==> src/rtl/npu_pkg.sv <==
// Shared NPU constants and the saturating narrow used by the neuron quantizer.
package npu_pkg;

  localparam int DATA_WIDTH_DEF = 8;
  localparam int ACC_WIDTH_DEF  = 16;

  // Clamp a sign-extended value into the signed range of a w-bit word.
  function automatic logic signed [63:0] sat_to_width(input logic signed [63:0] v,
                                                      input int unsigned       w);
    logic signed [63:0] hi, lo;
    hi = (64'sd1 <<< (w - 1)) - 64'sd1;
    lo = -(64'sd1 <<< (w - 1));
    if (v > hi)      sat_to_width = hi;
    else if (v < lo) sat_to_width = lo;
    else             sat_to_width = v;
  endfunction

endpackage

==> src/rtl/dot_product.sv <==
// Signed N-element dot product; lane products are resized to the accumulator and summed with wrap.
module dot_product
  import npu_pkg::*;
#(
  parameter int N          = 16,
  parameter int DATA_WIDTH = DATA_WIDTH_DEF,
  parameter int ACC_WIDTH  = ACC_WIDTH_DEF
) (
  input  logic [N*DATA_WIDTH-1:0]  x,
  input  logic [N*DATA_WIDTH-1:0]  w,
  output logic signed [ACC_WIDTH-1:0] dp
);

  logic [N-1:0][ACC_WIDTH-1:0] p;

  for (genvar i = 0; i < N; i++) begin : g_lane
    logic signed [DATA_WIDTH-1:0]   xe, we;
    logic signed [2*DATA_WIDTH-1:0] prod;
    assign xe   = x[i*DATA_WIDTH +: DATA_WIDTH];
    assign we   = w[i*DATA_WIDTH +: DATA_WIDTH];
    assign prod = xe * we;
    // Signed size cast: sign-extends when widening, drops MSBs when narrowing.
    assign p[i] = ACC_WIDTH'(prod);
  end

  always_comb begin
    dp = '0;
    for (int i = 0; i < N; i++) dp = dp + $signed(p[i]);
  end

endmodule

==> src/rtl/quantizer.sv <==
// Saturating narrow from accumulator width to data width; no shift or rounding.
module quantizer
  import npu_pkg::*;
#(
  parameter int DATA_WIDTH = DATA_WIDTH_DEF,
  parameter int ACC_WIDTH  = ACC_WIDTH_DEF
) (
  input  logic signed [ACC_WIDTH-1:0]  sum,
  output logic signed [DATA_WIDTH-1:0] pre
);

  assign pre = DATA_WIDTH'(sat_to_width(64'(sum), DATA_WIDTH));

endmodule

==> src/rtl/relu.sv <==
// Rectifier: negative inputs become zero.
module relu
  import npu_pkg::*;
#(
  parameter int DATA_WIDTH = DATA_WIDTH_DEF
) (
  input  logic signed [DATA_WIDTH-1:0] a,
  output logic signed [DATA_WIDTH-1:0] y
);

  assign y = a[DATA_WIDTH-1] ? '0 : a;

endmodule

==> src/rtl/neuron_datapath.sv <==
// Single neuron: dot product + bias, saturate, ReLU, one output register.
module neuron_datapath
  import npu_pkg::*;
#(
  parameter int N          = 16,
  parameter int DATA_WIDTH = DATA_WIDTH_DEF,
  parameter int ACC_WIDTH  = ACC_WIDTH_DEF
) (
  input  logic                         clk,
  input  logic                         rst_n,
  input  logic [N*DATA_WIDTH-1:0]      x,
  input  logic [N*DATA_WIDTH-1:0]      w,
  input  logic signed [DATA_WIDTH-1:0] b,
  output logic signed [DATA_WIDTH-1:0] y
);

  logic signed [ACC_WIDTH-1:0]  dp, sum;
  logic signed [DATA_WIDTH-1:0] pre, relu_out;
  logic signed [DATA_WIDTH-1:0] y_d, y_q;

  dot_product #(.N(N), .DATA_WIDTH(DATA_WIDTH), .ACC_WIDTH(ACC_WIDTH)) u_dot (
    .x (x),
    .w (w),
    .dp(dp)
  );

  // Bias is sign-extended by the size cast; the add wraps at ACC_WIDTH.
  assign sum = dp + ACC_WIDTH'(b);

  quantizer #(.DATA_WIDTH(DATA_WIDTH), .ACC_WIDTH(ACC_WIDTH)) u_quant (
    .sum(sum),
    .pre(pre)
  );

  relu #(.DATA_WIDTH(DATA_WIDTH)) u_relu (
    .a(pre),
    .y(relu_out)
  );

  always_comb y_d = relu_out;

  always_ff @(posedge clk or negedge rst_n) begin
    if (!rst_n) y_q <= '0;
    else        y_q <= y_d;
  end

  assign y = y_q;

endmodule

==> config.mk <==
export PLATFORM = sky130hd
export DESIGN_NAME = neuron_datapath
export DESIGN_NICKNAME = d
export VERILOG_FILES = /design/src/rtl/npu_pkg.sv /design/src/rtl/dot_product.sv /design/src/rtl/quantizer.sv /design/src/rtl/relu.sv /design/src/rtl/neuron_datapath.sv
export SDC_FILE = /design/constraint.sdc
export NUM_CORES = 2
export LEC_CHECK = 0
export BUFFER_PORTS_ARGS = -buffer_cell sky130_fd_sc_hd__buf_2
export CORE_MARGIN = 8
export CORE_UTILIZATION = 45
export CTS_BUF_LIST = sky130_fd_sc_hd__clkbuf_16
export DETAILED_ROUTE_END_ITERATION = 8
export HOLD_SLACK_MARGIN = 0.02
export SLEW_MARGIN = 20
export SYNTH_ARGS = -nofsm -noshare
export SYNTH_HDL_FRONTEND = slang
export SYNTH_SLANG_ARGS = --single-unit
export TNS_END_PERCENT = 50
==> constraint.sdc <==
create_clock -name clk -period 0.8 [get_ports clk]
set_input_delay 0.08 -clock clk [delete_from_list [all_inputs] [get_ports clk]]
set_output_delay 0.08 -clock clk [all_outputs]
set_load 0.02 [all_outputs]
==> run_results.csv <==
group,metric,value,unit
timing,fmax,0.1186,GHz
layout,area_delta_synth_final,17.33,%
global_route,antenna_found_initial,20,
critical_path,end_kind,"register",
critical_path,cp_slowest_stage_delay,0.57,ns
timing,setup_violations,14,
global_route,grt_pass1_vias,32600,
layout,postLayoutCellArea,48350,sq um
clock_tree,clock_path_buffers,2,
drt,dr.first_iter.drc_count,1659,
die,die_h,318.6,um
critical_path,critPathKind,"in2reg",
layout,nets,6664,
outcome,outcome,"finished with violations",
layout,final_common_cell,"inv_1",
yosys,synth-main-ff-cell,"dfrtp_1",
die,core_area,91250,sq um
drt,via_per_inst,4.730,
clock_tree,h-tree-depth,1,
placement,dp.cells,6001,
timing,slew_violations,0,
timing,fin_crit,8.432,ns
drt,detail-route-antenna-nets,0,
clock_tree,cts_tree,"yes",
die,die-area,101500,sq um
min_path,min_path_type,"in2async",
critical_path,worstPathArrival,8.52,ns
critical_path,cp_max_fo,7,
layout,layout-drive-gt1-share,0.1741,
yosys,ys_warn_count,0,
outcome,violations,"negative setup slack",
placement,dp_hpwl,117.5,mm
clock_tree,clockRootBuffer,"clkbuf_16",
global_route,grt-ovfl-total,0,
global_route,track_usage,0.2506,
timing,finalHoldViolCount,0,
global_route,grt_first_pass_wirelength,193.8,mm
yosys,syn_inst,4073,
clock_tree,numCtsBuffers,3,
yosys,syn-mean-instance-area,10.12,sq um
die,pin_count,274,
placement,place.gp.congestion,0.9695,
die,rows,111,
critical_path,crit_required,0.89,ns
critical_path,worstSetupStartpointType,"primary input",
timing,whs,0.3124,ns
timing,setup_ws,-7.632,ns
yosys,syn_area,41210,sq um
job,maxCapViolations,0,
layout,instances_no_fill,6025,
timing,rsz0062_at_grt,"yes",
drt,vias,28500,
global_route,grt_max_degree,9,
drt,dr.pass1.iters,5,
placement,portBuffers,272,
yosys,ys_seq_area_frac,0.004251,
timing,fin_crit_sh,10.54,
critical_path,cp_slowest_cell,"fa_2",
layout,final_cell_mix,"inv_1, fa_1, and2_1, buf_4, nand2_1",
clock_tree,clk_pin_slew,0.04,ns
clock_tree,cts.sinks,7,
die,start_util,0.4516,
yosys,synth_nets,5911,
yosys,synth_cell_type_count,37,
die,die_w,318.6,um
yosys,synth_edf_count,0,
drt,wirelength,123.0,mm
placement,dp_slack,-8.094,ns
yosys,async_flop_share,1.000,
drt,drc,0,
critical_path,crit_path_frequent_cell,"fa_1",
yosys,ys_ff_latch,7,
layout,largest_reg_flops,7,
drt,wl_per_cell,20.42,um
placement,placed_cell_area,47910,sq um
worst max path at each step:
stage / start / end / slack [ns]
3_5_place_dp: w[127] / y[2] / -8.09
5_1_grt: w[113] / y[1] / -7.85
3_3_place_gp: w[127] / y[3] / -8.05
4_1_cts: x[111] / y[2] / -7.60
6_report: w[113] / y[2] / -7.63
2_1_floorplan: w[98] / y[5] / -7.37
cells in the mapped netlist, types with 2 or more instances:
cell type / count / area, sq um
xor2_1: 13 / 113.9
dfrtp_1: 7 / 175.2
xnor2_1: 130 / 1139
clkbuf_1: 2 / 7.510
nand2b_1: 68 / 425.4
nand2_1: 344 / 1291
fa_1: 1253 / 25080
a31oi_1: 7 / 43.79
and2_1: 561 / 3510
a21o_1: 6 / 45.04
nor2_1: 18 / 67.56
or2b_1: 2 / 15.01
ha_1: 319 / 3991
a21boi_0: 2 / 15.01
a21oi_1: 6 / 30.03
o21ai_0: 11 / 55.05
nor2b_1: 39 / 244.0
inv_1: 1265 / 4748
o21a_1: 2 / 15.01
metal layers:
metal	vias to the layer above	routed length [um]	GRT usage
met5	-	50	0
met4	8	1555	0.02819
met3	76	6554	0.03252
met2	666	61410	0.4332
met1	14880	53470	0.3480
li1	12870	-	-
stage by stage:
stage / setup TNS (ns) / utilization
floorplan: -51.58 / -
global placement: -56.29 / 0.5251
detailed placement: -56.54 / 0.5251
CTS: -53.81 / 0.5286
global route: -55.68 / 0.5298
finish: -54.06 / 0.5299
layout make-up:
cell class / instances / area, sq um
diodes: 14 / 35.03
clock buffers: 3 / 75.07
clock inverters: 1 / 3.754
fillers: 8377 / 42890
inverters: 1265 / 4752
multi-input cells: 2798 / 36570
flip-flops and latches: 7 / 178.9
well taps: 1186 / 1484
repair buffers: 751 / 5259
repair_timing:
action,4_1_cts,5_1_grt
hold endpoints to repair,7,0
pin swaps,59,8
setup endpoints to repair,14,14
setup buffers,5,0
hold buffers,1,0
gates resized for setup,61,36
cell families after synthesis:
family,after synthesis,share of synthesized area
adder cells (fa/ha/maj),1572,0.7055
other,1,0.00009100
AO/OA/AOI/OAI,39,0.006133
XOR/XNOR,146,0.03191
flip-flops,7,0.004251
AND/OR/NAND/NOR,1040,0.1365
buffers and inverters,1268,0.1156
critical path: cells and delay by family:
family | cells | cell delay, ns
AND/OR/NAND/NOR | 4 | 1.12
XOR/XNOR | 1 | 0.11
buffers and inverters | 9 | 0.77
adder cells (fa/ha/maj) | 13 | 6.04
AO/OA/AOI/OAI | 2 | 0.42
Power is not shown: default switching activity piles up to over one toggle a cycle in this logic, so the estimate is an artifact.
